File: config.mk
export PLATFORM = sky130hd
export DESIGN_NAME = fir_err_monitor_flat
export DESIGN_NICKNAME = d
export VERILOG_FILES = /design/src/rtl/fir_err_monitor_pkg.sv /design/src/rtl/fir_err_monitor_if.sv /design/src/rtl/fir_err_monitor_stage.sv /design/src/rtl/fir_err_monitor.sv /design/src/flat_wrapper.sv
export SDC_FILE = /design/constraint.sdc
export NUM_CORES = 2
export LEC_CHECK = 0
export CORE_MARGIN = 4
export CORE_UTILIZATION = 55
export CTS_BUF_LIST = sky130_fd_sc_hd__clkbuf_8
export DETAILED_ROUTE_END_ITERATION = 6
export GPL_TIMING_DRIVEN = 0
export PLACE_DENSITY = 0.84
export SYNTH_ARGS = -nofsm -noshare
export SYNTH_HDL_FRONTEND = slang
export SYNTH_SLANG_ARGS = --single-unit
export TNS_END_PERCENT = 100
File: constraint.sdc
create_clock -name clk -period 8.1 [get_ports clk]
set_input_delay 0.81 -clock clk [delete_from_list [all_inputs] [get_ports clk]]
set_output_delay 0.81 -clock clk [all_outputs]
set_load 0.05 [all_outputs]
File: src/rtl/fir_err_monitor_pkg.sv
`default_nettype none
// ============================================================================
// Module : fir_mon_pkg
// Brief  : State encoding and width helpers shared by the FIR error monitor.
// Rev    : 1.0
// ============================================================================
package fir_mon_pkg;

  typedef enum logic [1:0] {
    IDLE  = 2'd0,
    ACCUM = 2'd1,
    DRAIN = 2'd2,
    DONE  = 2'd3
  } state_e;

  function automatic int err_w(input int data_w);
    return data_w + 1;
  endfunction

  function automatic int sq_w(input int data_w);
    return 2 * data_w + 1;
  endfunction

  function automatic int sum_w(input int data_w, input int win_log2);
    return data_w + 1 + win_log2;
  endfunction

  function automatic int sq_sum_w(input int data_w, input int win_log2);
    return 2 * data_w + 1 + win_log2;
  endfunction

  function automatic int abs_w(input int data_w, input int win_log2);
    return data_w + win_log2;
  endfunction

endpackage
`default_nettype wire

File: src/rtl/fir_err_monitor_if.sv
`default_nettype none
// ============================================================================
// Module : fir_err_monitor_if
// Brief  : Sample-pair input stream and statistics-record output stream.
// Rev    : 1.0
// ============================================================================
interface fir_err_monitor_if #(
  parameter int DATA_W   = 32,
  parameter int WIN_LOG2 = 10
);
  localparam int ERR_W    = fir_mon_pkg::err_w(DATA_W);
  localparam int SUM_W    = fir_mon_pkg::sum_w(DATA_W, WIN_LOG2);
  localparam int SQSUM_W  = fir_mon_pkg::sq_sum_w(DATA_W, WIN_LOG2);
  localparam int ABSSUM_W = fir_mon_pkg::abs_w(DATA_W, WIN_LOG2);

  logic                       in_valid;
  logic                       in_ready;
  logic signed [DATA_W-1:0]   appr;
  logic signed [DATA_W-1:0]   accu;
  logic                       stat_valid;
  logic                       stat_ready;
  logic signed [SUM_W-1:0]    err_sum;
  logic signed [ERR_W-1:0]    err_mean;
  logic        [SQSUM_W-1:0]  err_sq_sum;
  logic        [ABSSUM_W-1:0] abs_sum;
  logic        [ERR_W-1:0]    max_abs_err;

  modport slave (
    input  in_valid, appr, accu, stat_ready,
    output in_ready, stat_valid, err_sum, err_mean, err_sq_sum, abs_sum, max_abs_err
  );

  modport master (
    output in_valid, appr, accu, stat_ready,
    input  in_ready, stat_valid, err_sum, err_mean, err_sq_sum, abs_sum, max_abs_err
  );
endinterface
`default_nettype wire

File: src/rtl/fir_err_monitor_stage.sv
`default_nettype none
// ============================================================================
// Module : fir_err_stage
// Brief  : Two registered stages: difference/abs values, then the square.
// Rev    : 1.0
// ============================================================================
module fir_err_stage
  import fir_mon_pkg::*;
#(
  parameter int DATA_W = 32
) (
  input  wire logic                     clk,
  input  wire logic                     rst_n,
  input  wire logic                     in_fire,
  input  wire logic signed [DATA_W-1:0] appr,
  input  wire logic signed [DATA_W-1:0] accu,
  output logic                          s1_valid,
  output logic                          s2_valid,
  output logic signed [DATA_W:0]        s2_err,
  output logic        [DATA_W:0]        s2_abs_err,
  output logic        [DATA_W-1:0]      s2_abs_accu,
  output logic        [2*DATA_W:0]      s2_sq
);
  localparam int ERR_W = err_w(DATA_W);
  localparam int SQ_W  = sq_w(DATA_W);

  logic                    s1_valid_q, s1_valid_d;
  logic signed [ERR_W-1:0] s1_err_q, s1_err_d;
  logic [ERR_W-1:0]        s1_abs_err_q, s1_abs_err_d;
  logic [DATA_W-1:0]       s1_abs_accu_q, s1_abs_accu_d;
  logic                    s2_valid_q, s2_valid_d;
  logic signed [ERR_W-1:0] s2_err_q, s2_err_d;
  logic [ERR_W-1:0]        s2_abs_err_q, s2_abs_err_d;
  logic [DATA_W-1:0]       s2_abs_accu_q, s2_abs_accu_d;
  logic [SQ_W-1:0]         s2_sq_q, s2_sq_d;
  logic signed [ERR_W-1:0] w_diff;
  logic [SQ_W-1:0]         w_abs_ext;

  always_comb begin
    // One extra bit makes the difference exact for any input pair.
    w_diff        = {appr[DATA_W-1], appr} - {accu[DATA_W-1], accu};
    w_abs_ext     = {{(SQ_W-ERR_W){1'b0}}, s1_abs_err_q};
    s1_valid_d    = in_fire;
    s1_err_d      = s1_err_q;
    s1_abs_err_d  = s1_abs_err_q;
    s1_abs_accu_d = s1_abs_accu_q;
    if (in_fire) begin
      s1_err_d      = w_diff;
      s1_abs_err_d  = w_diff[ERR_W-1] ? -w_diff : w_diff;
      // -(-2^(DATA_W-1)) wraps to the same bit pattern, read as unsigned.
      s1_abs_accu_d = accu[DATA_W-1] ? -accu : accu;
    end
    s2_valid_d    = s1_valid_q;
    s2_err_d      = s2_err_q;
    s2_abs_err_d  = s2_abs_err_q;
    s2_abs_accu_d = s2_abs_accu_q;
    s2_sq_d       = s2_sq_q;
    if (s1_valid_q) begin
      s2_err_d      = s1_err_q;
      s2_abs_err_d  = s1_abs_err_q;
      s2_abs_accu_d = s1_abs_accu_q;
      s2_sq_d       = w_abs_ext * w_abs_ext;
    end
  end

  always_ff @(posedge clk or negedge rst_n) begin
    if (!rst_n) begin
      s1_valid_q    <= 1'b0;
      s1_err_q      <= '0;
      s1_abs_err_q  <= '0;
      s1_abs_accu_q <= '0;
      s2_valid_q    <= 1'b0;
      s2_err_q      <= '0;
      s2_abs_err_q  <= '0;
      s2_abs_accu_q <= '0;
      s2_sq_q       <= '0;
    end else begin
      s1_valid_q    <= s1_valid_d;
      s1_err_q      <= s1_err_d;
      s1_abs_err_q  <= s1_abs_err_d;
      s1_abs_accu_q <= s1_abs_accu_d;
      s2_valid_q    <= s2_valid_d;
      s2_err_q      <= s2_err_d;
      s2_abs_err_q  <= s2_abs_err_d;
      s2_abs_accu_q <= s2_abs_accu_d;
      s2_sq_q       <= s2_sq_d;
    end
  end

  assign s1_valid    = s1_valid_q;
  assign s2_valid    = s2_valid_q;
  assign s2_err      = s2_err_q;
  assign s2_abs_err  = s2_abs_err_q;
  assign s2_abs_accu = s2_abs_accu_q;
  assign s2_sq       = s2_sq_q;

endmodule
`default_nettype wire

File: src/rtl/fir_err_monitor.sv
`default_nettype none
// ============================================================================
// Module : fir_err_monitor
// Brief  : Windowed error statistics for an approximate/accurate FIR pair.
// Rev    : 1.0
// ============================================================================
module fir_err_monitor
  import fir_mon_pkg::*;
#(
  parameter int DATA_W   = 32,
  parameter int WIN_LOG2 = 10
) (
  input  wire logic        clk,
  input  wire logic        rst_n,
  input  wire logic        start,
  output logic             busy,
  fir_err_monitor_if.slave bus
);
  localparam int ERR_W    = err_w(DATA_W);
  localparam int SQ_W     = sq_w(DATA_W);
  localparam int SUM_W    = sum_w(DATA_W, WIN_LOG2);
  localparam int SQSUM_W  = sq_sum_w(DATA_W, WIN_LOG2);
  localparam int ABSSUM_W = abs_w(DATA_W, WIN_LOG2);
  localparam int CNT_W    = WIN_LOG2 + 1;
  localparam logic [CNT_W-1:0] WIN_N    = CNT_W'(1 << WIN_LOG2);
  localparam logic [CNT_W-1:0] LAST_IDX = CNT_W'((1 << WIN_LOG2) - 1);
  localparam logic [CNT_W-1:0] CNT_ONE  = CNT_W'(1);

  state_e                     state_q, state_d;
  logic [CNT_W-1:0]           count_q, count_d;
  logic signed [SUM_W-1:0]    acc_err_q, acc_err_d;
  logic [SQSUM_W-1:0]         acc_sq_q, acc_sq_d;
  logic [ABSSUM_W-1:0]        acc_abs_q, acc_abs_d;
  logic [ERR_W-1:0]           acc_max_q, acc_max_d;
  logic signed [SUM_W-1:0]    out_sum_q, out_sum_d;
  logic signed [ERR_W-1:0]    out_mean_q, out_mean_d;
  logic [SQSUM_W-1:0]         out_sq_q, out_sq_d;
  logic [ABSSUM_W-1:0]        out_abs_q, out_abs_d;
  logic [ERR_W-1:0]           out_max_q, out_max_d;

  logic                       in_ready;
  logic                       fire;
  logic                       s1_valid;
  logic                       s2_valid;
  logic signed [ERR_W-1:0]    s2_err;
  logic [ERR_W-1:0]           s2_abs_err;
  logic [DATA_W-1:0]          s2_abs_accu;
  logic [SQ_W-1:0]            s2_sq;

  assign in_ready = (state_q == ACCUM) && (count_q < WIN_N);
  assign fire     = bus.in_valid && in_ready;

  fir_err_stage #(
    .DATA_W (DATA_W)
  ) u_stage (
    .clk         (clk),
    .rst_n       (rst_n),
    .in_fire     (fire),
    .appr        (bus.appr),
    .accu        (bus.accu),
    .s1_valid    (s1_valid),
    .s2_valid    (s2_valid),
    .s2_err      (s2_err),
    .s2_abs_err  (s2_abs_err),
    .s2_abs_accu (s2_abs_accu),
    .s2_sq       (s2_sq)
  );

  always_comb begin
    state_d    = state_q;
    count_d    = count_q;
    acc_err_d  = acc_err_q;
    acc_sq_d   = acc_sq_q;
    acc_abs_d  = acc_abs_q;
    acc_max_d  = acc_max_q;
    out_sum_d  = out_sum_q;
    out_mean_d = out_mean_q;
    out_sq_d   = out_sq_q;
    out_abs_d  = out_abs_q;
    out_max_d  = out_max_q;

    if (s2_valid) begin
      acc_err_d = acc_err_q + {{WIN_LOG2{s2_err[ERR_W-1]}}, s2_err};
      acc_sq_d  = acc_sq_q + {{WIN_LOG2{1'b0}}, s2_sq};
      acc_abs_d = acc_abs_q + {{WIN_LOG2{1'b0}}, s2_abs_accu};
      if (s2_abs_err > acc_max_q) begin
        acc_max_d = s2_abs_err;
      end
    end

    case (state_q)
      IDLE: begin
        if (start) begin
          state_d   = ACCUM;
          count_d   = '0;
          acc_err_d = '0;
          acc_sq_d  = '0;
          acc_abs_d = '0;
          acc_max_d = '0;
        end
      end
      ACCUM: begin
        if (fire) begin
          count_d = count_q + CNT_ONE;
          if (count_q == LAST_IDX) begin
            state_d = DRAIN;
          end
        end
      end
      DRAIN: begin
        // Once stage 1 is empty, the final sample is being folded in this cycle.
        if (!s1_valid) begin
          state_d    = DONE;
          out_sum_d  = acc_err_d;
          out_mean_d = acc_err_d[SUM_W-1:WIN_LOG2];
          out_sq_d   = acc_sq_d;
          out_abs_d  = acc_abs_d;
          out_max_d  = acc_max_d;
        end
      end
      DONE: begin
        if (bus.stat_ready) begin
          state_d = IDLE;
        end
      end
      default: state_d = IDLE;
    endcase
  end

  always_ff @(posedge clk or negedge rst_n) begin
    if (!rst_n) begin
      state_q    <= IDLE;
      count_q    <= '0;
      acc_err_q  <= '0;
      acc_sq_q   <= '0;
      acc_abs_q  <= '0;
      acc_max_q  <= '0;
      out_sum_q  <= '0;
      out_mean_q <= '0;
      out_sq_q   <= '0;
      out_abs_q  <= '0;
      out_max_q  <= '0;
    end else begin
      state_q    <= state_d;
      count_q    <= count_d;
      acc_err_q  <= acc_err_d;
      acc_sq_q   <= acc_sq_d;
      acc_abs_q  <= acc_abs_d;
      acc_max_q  <= acc_max_d;
      out_sum_q  <= out_sum_d;
      out_mean_q <= out_mean_d;
      out_sq_q   <= out_sq_d;
      out_abs_q  <= out_abs_d;
      out_max_q  <= out_max_d;
    end
  end

  assign busy            = (state_q != IDLE);
  assign bus.in_ready    = in_ready;
  assign bus.stat_valid  = (state_q == DONE);
  assign bus.err_sum     = out_sum_q;
  assign bus.err_mean    = out_mean_q;
  assign bus.err_sq_sum  = out_sq_q;
  assign bus.abs_sum     = out_abs_q;
  assign bus.max_abs_err = out_max_q;

endmodule
`default_nettype wire

File: src/flat_wrapper.sv
// flat-port wrapper written by rule: the top's interface ports become plain ports
module fir_err_monitor_flat import fir_mon_pkg::*;
#(
  parameter int DATA_W   = 32,
  parameter int WIN_LOG2 = 10
)
  (clk, rst_n, start, busy, bus_in_valid, bus_appr, bus_accu, bus_stat_ready, bus_in_ready, bus_stat_valid, bus_err_sum, bus_err_mean, bus_err_sq_sum, bus_abs_sum, bus_max_abs_err);
  fir_err_monitor_if #(.DATA_W(DATA_W), .WIN_LOG2(WIN_LOG2)) bus_i ();
  input  wire logic clk;
  input  wire logic rst_n;
  input  wire logic start;
  output logic busy;
  input wire logic [$bits(bus_i.in_valid)-1:0] bus_in_valid;
  input wire logic [$bits(bus_i.appr)-1:0] bus_appr;
  input wire logic [$bits(bus_i.accu)-1:0] bus_accu;
  input wire logic [$bits(bus_i.stat_ready)-1:0] bus_stat_ready;
  output wire logic [$bits(bus_i.in_ready)-1:0] bus_in_ready;
  output wire logic [$bits(bus_i.stat_valid)-1:0] bus_stat_valid;
  output wire logic [$bits(bus_i.err_sum)-1:0] bus_err_sum;
  output wire logic [$bits(bus_i.err_mean)-1:0] bus_err_mean;
  output wire logic [$bits(bus_i.err_sq_sum)-1:0] bus_err_sq_sum;
  output wire logic [$bits(bus_i.abs_sum)-1:0] bus_abs_sum;
  output wire logic [$bits(bus_i.max_abs_err)-1:0] bus_max_abs_err;
  assign bus_i.in_valid = bus_in_valid;
  assign bus_i.appr = bus_appr;
  assign bus_i.accu = bus_accu;
  assign bus_i.stat_ready = bus_stat_ready;
  assign bus_in_ready = bus_i.in_ready;
  assign bus_stat_valid = bus_i.stat_valid;
  assign bus_err_sum = bus_i.err_sum;
  assign bus_err_mean = bus_i.err_mean;
  assign bus_err_sq_sum = bus_i.err_sq_sum;
  assign bus_abs_sum = bus_i.abs_sum;
  assign bus_max_abs_err = bus_i.max_abs_err;
  fir_err_monitor #(.DATA_W(DATA_W), .WIN_LOG2(WIN_LOG2)) u_core (.clk(clk), .rst_n(rst_n), .start(start), .busy(busy), .bus(bus_i));
endmodule
# Yosys cells after proc, flatten, opt, wreduce, memory -nomap -nowiden
# Cells that the tools add are included.
# Widths: inputs -> output; s select.
# totals
regBits,695
input_bits,69
output_inout_bits,229
elab_cells,72
# classes
n_addsub,7
n_mul,1
n_lt_le_gt_ge,2
n_eq_ne,9
mux,24
n_bitwise,1
reduce_logical,8
# ops
op,n
$mux 75,3
$mux 33,5
$mux 43,3
$mux 42,3
$add 75x65->75,1
$mul 33x33->65,1
$add 43x43->43,1
$add 42x32->42,1
$gt 33x33->1,1
$neg 33->33,1
$sub 32x32->33,1
$mux 32,1
$neg 32->32,1
$mux 11,2
$pmux 11 s2,1
$add 11x1->11 const B,1
$eq 11x10->1 const B,1
$lt 11x11->1 const B,1
$mux 2,5
$ne 2x2->1 const B,5
$pmux 2 s4,1
$reduce_and 5->1,1
$eq 2x2->1 const B,2
$reduce_bool 2->1,2
other kinds (6),7

# Longest topological paths before layout
# depth
ltp_word,5
mapped_depth,34
ltp_nobuf,31

# By module
# Synthesis repeated with hierarchy kept, for this count alone.
# unflattened
cells_unflattened,7260
area_unflattened_um2,67848.8
# by_module_without_submodules
module,n_inst,cells_each,area_per_inst_um2,seq_area_each_um2
fir_err_stage,1,4548,43535.5,6481.2
fir_err_monitor,1,2712,24313.3,9984.6

# Least setup slack after synthesis
# Ideal clock, no wire load.
# synth_path
path_type,register to register
from,reg u_core.u_stage.s1_abs_err_q[25]
to,reg u_core.u_stage.s2_sq_q[60] (netlist: u_core.u_stage.s2_sq[60])
setup_time_ps,125
arrival_ps,7760
required_time_ps,7975
path_slack_ps,216
path_stages_with_launch,32
path_buffers,2
synth_period_minus_slack_ps,7884
cell_sequence,dfrtp_1 > clkbuf_1 > clkinv_1 > nor2_1 > inv_1 > fa_1 > fa_1 > inv_1 > fa_1 > inv_1 > fa_1 > inv_1 > fa_1 > fa_1 > fa_1 > inv_1 > fa_1 > inv_1 > ha_1 > clkbuf_1 > nand4_1 > nor2_1 > a22o_1 > or3_1 > a21oi_1 > o41ai_2 > a31oi_1 > o32ai_1 > a21oi_1 > o31ai_1 > xnor2_1 > mux2_2
# synth_via
elab_chain_cells,1
# synth_lines
item,line,source
"start, declared",fir_err_monitor_stage.sv:29,"logic [ERR_W-1:0] s1_abs_err_q, s1_abs_err_d;"
"start signal, assigned",fir_err_monitor_stage.sv:80,s1_abs_err_q <= s1_abs_err_d;
$mul 33x33->65,fir_err_monitor_stage.sv:62,s2_sq_d = w_abs_ext * w_abs_ext;
"end signal, assigned",fir_err_monitor_stage.sv:86,s2_sq_q <= s2_sq_d;
"end, declared",fir_err_monitor_stage.sv:35,"logic [SQ_W-1:0] s2_sq_q, s2_sq_d;"
# No other way between the ends.
# A chain may end at the register's enable or synchronous reset.

# Final worst setup path
# layout_path
from,reg u_core.u_stage.s1_abs_err_q[23]
to,reg u_core.u_stage.s2_sq_q[52] (netlist: u_core.u_stage.s2_sq[52])
# The elaborated chain is that of the path after synthesis.

==> results_dict.tcl <==
set metrics [dict create \
    first_iter_violations 5423 \
    via_per_inst 5.881 \
    fin_ws_ns -0.1166 \
    antenna_found_initial 11 \
    hold_violations 0 \
    cts_max_level 3 \
    hpwlAfterDp_um 171200 \
    tightest_slew_ns 1.234 \
    syn_nets 8504 \
    use_met1_pct 42.51 \
    cp_data_arrival_time_ns 8.84 \
    setup_viol_count_final 9 \
    synth_edf_count 0 \
    die_h_um 357.1 \
    grt_overflow_total 0 \
    ff_latch_area_um2 16500 \
    dr.pass1.iters 7 \
    clk_path_buf_depth 3 \
    routedWlPerCell_um 23.78 \
    die_area_um2 127500 \
    path_clk_slew_ns 0.08 \
    ys_ff_latch 658 \
    worstSetupPathType "reg -> reg" \
    fmax_mhz 121.7 \
    clkSinkCount 658 \
    rsz0062_at_grt "true" \
    seq_area_frac_synth_pct 24.57 \
    cp-start-kind "flop" \
    syn-cell-area_um2 67020 \
    cap_viol_max_count 0 \
    area_growth_syn_to_layout_pct 15.41 \
    finalCritPeriodShare_pct 101.4 \
    fin_area_um2 77350 \
    grt_pass1_wl_um 332100 \
    skew_ns 0.04466 \
    grt.total_usage_pct 34.45 \
    endpoint_kind "flop" \
    cts_tree "built" \
    slowest_delay_ns 0.57 \
    grt_use_met2_pct 52.53 \
    cts_root_buf "clkbuf_8" \
    slowest_stage "fa_1" \
    synthCells 7092 \
    start_util_pct 55.64 \
    vias 54760 \
    nFillCells 9315 \
    worstSkewPairLatency_ns 0.77 \
    port_buffers 296 \
    chipWidth_um 357.1 \
    path_max_fanout 7 \
    core_um2 120400 \
    finalCoreUtilization_pct 64.22 \
    worst_ep_required_time_ns 8.73 \
    final_layout_size_suffix_gt1_share_pct 10.96 \
    place_area_um2 72140 \
    grt_pass1_vias 56790 \
    grt_busiest_layer "met2" \
    violations "setup timing" \
    max_slew_margin_pct 17.74 \
    synth.avg_cell_area_um2 9.450 \
    hold_path.class "in -> async" \
    use_met3_pct 10.99 \
    synthFlopType "dfrtp_1" \
    slew_viol_final 0 \
    grt_max_degree 125 \
    ys.warnings.count 0 \
    rows 127 \
    nNetsFinal 9025 \
    fin_crit_ns 8.217 \
    postRouteAntennaNets 0 \
    synth-async-reset-ratio_pct 100.0 \
    gp_congestion 1.055 \
    ctsHoldBuffers 0 \
    drc 0 \
    status "finished, violations left" \
    synth.distinct_cells 90 \
    pre_cts_ws_ns -2.228 \
    multi_input_area_um2 45180 \
    path_common_cell "fa_1" \
    cts_buffers 100 \
    pin_count 298 \
    wl_um 221400 \
]
## worst max-delay path, delay by kind of cell, from the launching register on
kind	cells	cell delay [ns]
fa+ha+maj	9	4.31
compound gates	6	1.16
buf+inv	10	1.01
simple gates	4	0.71
flops	1	0.48
mux	1	0.26
xor+xnor	1	0.15
## synthesized netlist by cell type (17+ instances only)
library cell  count  share of area [%]
a211oi_1         17               0.19
nand4_1          63               0.59
and3_1           32               0.30
o21a_1           25               0.28
mux2_2          159                2.7
clkbuf_1        276                1.5
xnor2_1         188                2.5
o21bai_1         39               0.44
buf_4            35               0.39
o21ai_1          35               0.26
inv_1          1251                7.0
nand3_1          69               0.52
o31ai_1          30               0.34
a21oi_1         260                1.9
ha_1            480                9.0
fa_1            863                 26
xor2_1          119                1.6
nor2b_1          37               0.35
a21o_1          203                2.3
dfrtp_1         658                 25
mux2i_1         164                2.4
o21ai_0         373                2.8
buf_1            18               0.10
nand2_1         762                4.3
nor2_1          400                2.2
nand2b_1         36               0.34
and2_1          211                2.0
nor3_1           36               0.27
a31oi_1          39               0.36
## per-stage QoR
step	TNS (ns)	cells	hold slack, ns
floorplan	0	7092	0.3519
CTS	-0.009273	9238	0.1449
detailed placement	-57.58	9005	0.3581
global placement	-	9000	0.3560
global route	-2.938	9305	0.2025
finish	-0.5001	9311	0.1537
## layout make-up
class                   count  area share [%]
clock buffers             133           2.366
inverters                1260           6.194
clock inverters            49          0.7230
repair buffers            433           5.401
flip-flops and latches    658           21.33
multi-input cells        4838           58.40
diodes                      6         0.01941
plain buffers             322           2.950
well taps                1612           2.607
## cells in the final DEF (no fill, tap or decap), types with 26 or more instances in the layout
master / count
nand3_1: 68
a31oi_1: 34
nand2b_1: 36
clkbuf_1: 164
and2_1: 201
fa_2: 26
ha_1: 458
nor3_1: 36
clkbuf_8: 169
a21o_1: 200
mux2i_1: 164
o21ai_0: 365
xor2_1: 119
fa_1: 837
nand4_1: 63
nor2b_1: 37
o21ai_1: 35
clkdlybuf4s50_1: 295
buf_4: 161
xnor2_1: 188
a21oi_1: 240
nand2_1: 753
inv_1: 1240
and3_1: 30
nor2_1: 392
o31ai_1: 27
mux2_2: 156
dfrtp_1: 637
o21bai_1: 38
## metal layers
metal  up-vias  wire (um)
met1     27120      80030
met3       862      26040
li1      23610          -
met4         6      18410
met2      3169      96880
met5         -         44
## cells by family after synthesis
| kind of cell | Yosys count | synth area share [%] |
|---|---|---|
| xor gates and xnor gates | 309 | 4.060 |
| buffers and inverters | 1596 | 9.166 |
| muxes | 323 | 5.121 |
| AOI/OAI and AO/OA | 1146 | 10.76 |
| and+or+nand+nor | 1717 | 11.59 |
| adders and majority gates | 1343 | 34.74 |
| DFF | 658 | 24.57 |
## registers in the layout (all words and copies together), names as in the netlist, 42 cells and up
signal and count:
u_core.acc_abs_q 42, u_core.acc_err_q 43, u_core.acc_sq_q 75, u_core.bus.abs_sum 42, u_core.bus.err_sq_sum 75, u_core.u_stage.s2_sq 63
## final timing paths
check / to / depth (start not counted) / slack [ns] / from
min in group clk: u_core.u_stage.s2_valid / 0 / 0.37 / u_core.u_stage.s1_valid
min reg2reg: u_core.u_stage.s2_valid / 0 / 0.37 / u_core.u_stage.s1_valid
max in group asynchronous: u_core.u_stage.s1_abs_err_q[11] / 2 / 6.66 / rst_n
max reg2reg: u_core.u_stage.s2_sq[52] / 31 / -0.12 / u_core.u_stage.s1_abs_err_q[23]
min: u_core.bus.err_mean[4] / 1 / 0.15 / rst_n
max: u_core.u_stage.s2_sq[52] / 31 / -0.12 / u_core.u_stage.s1_abs_err_q[23]
## what timing repair did
| action | 4_1_cts | 5_1_grt |
|---|---|---|
| gates resized for setup | 380 | 173 |
| gates cloned | 0 | 1 |
| buffers inserted | 63 | 71 |
| endpoints found under the setup margin | 46 | 23 |
| pin swaps | 27 | 85 |
Power is not shown: default switching activity piles up to over one toggle a cycle in this logic, so the estimate is an artifact.
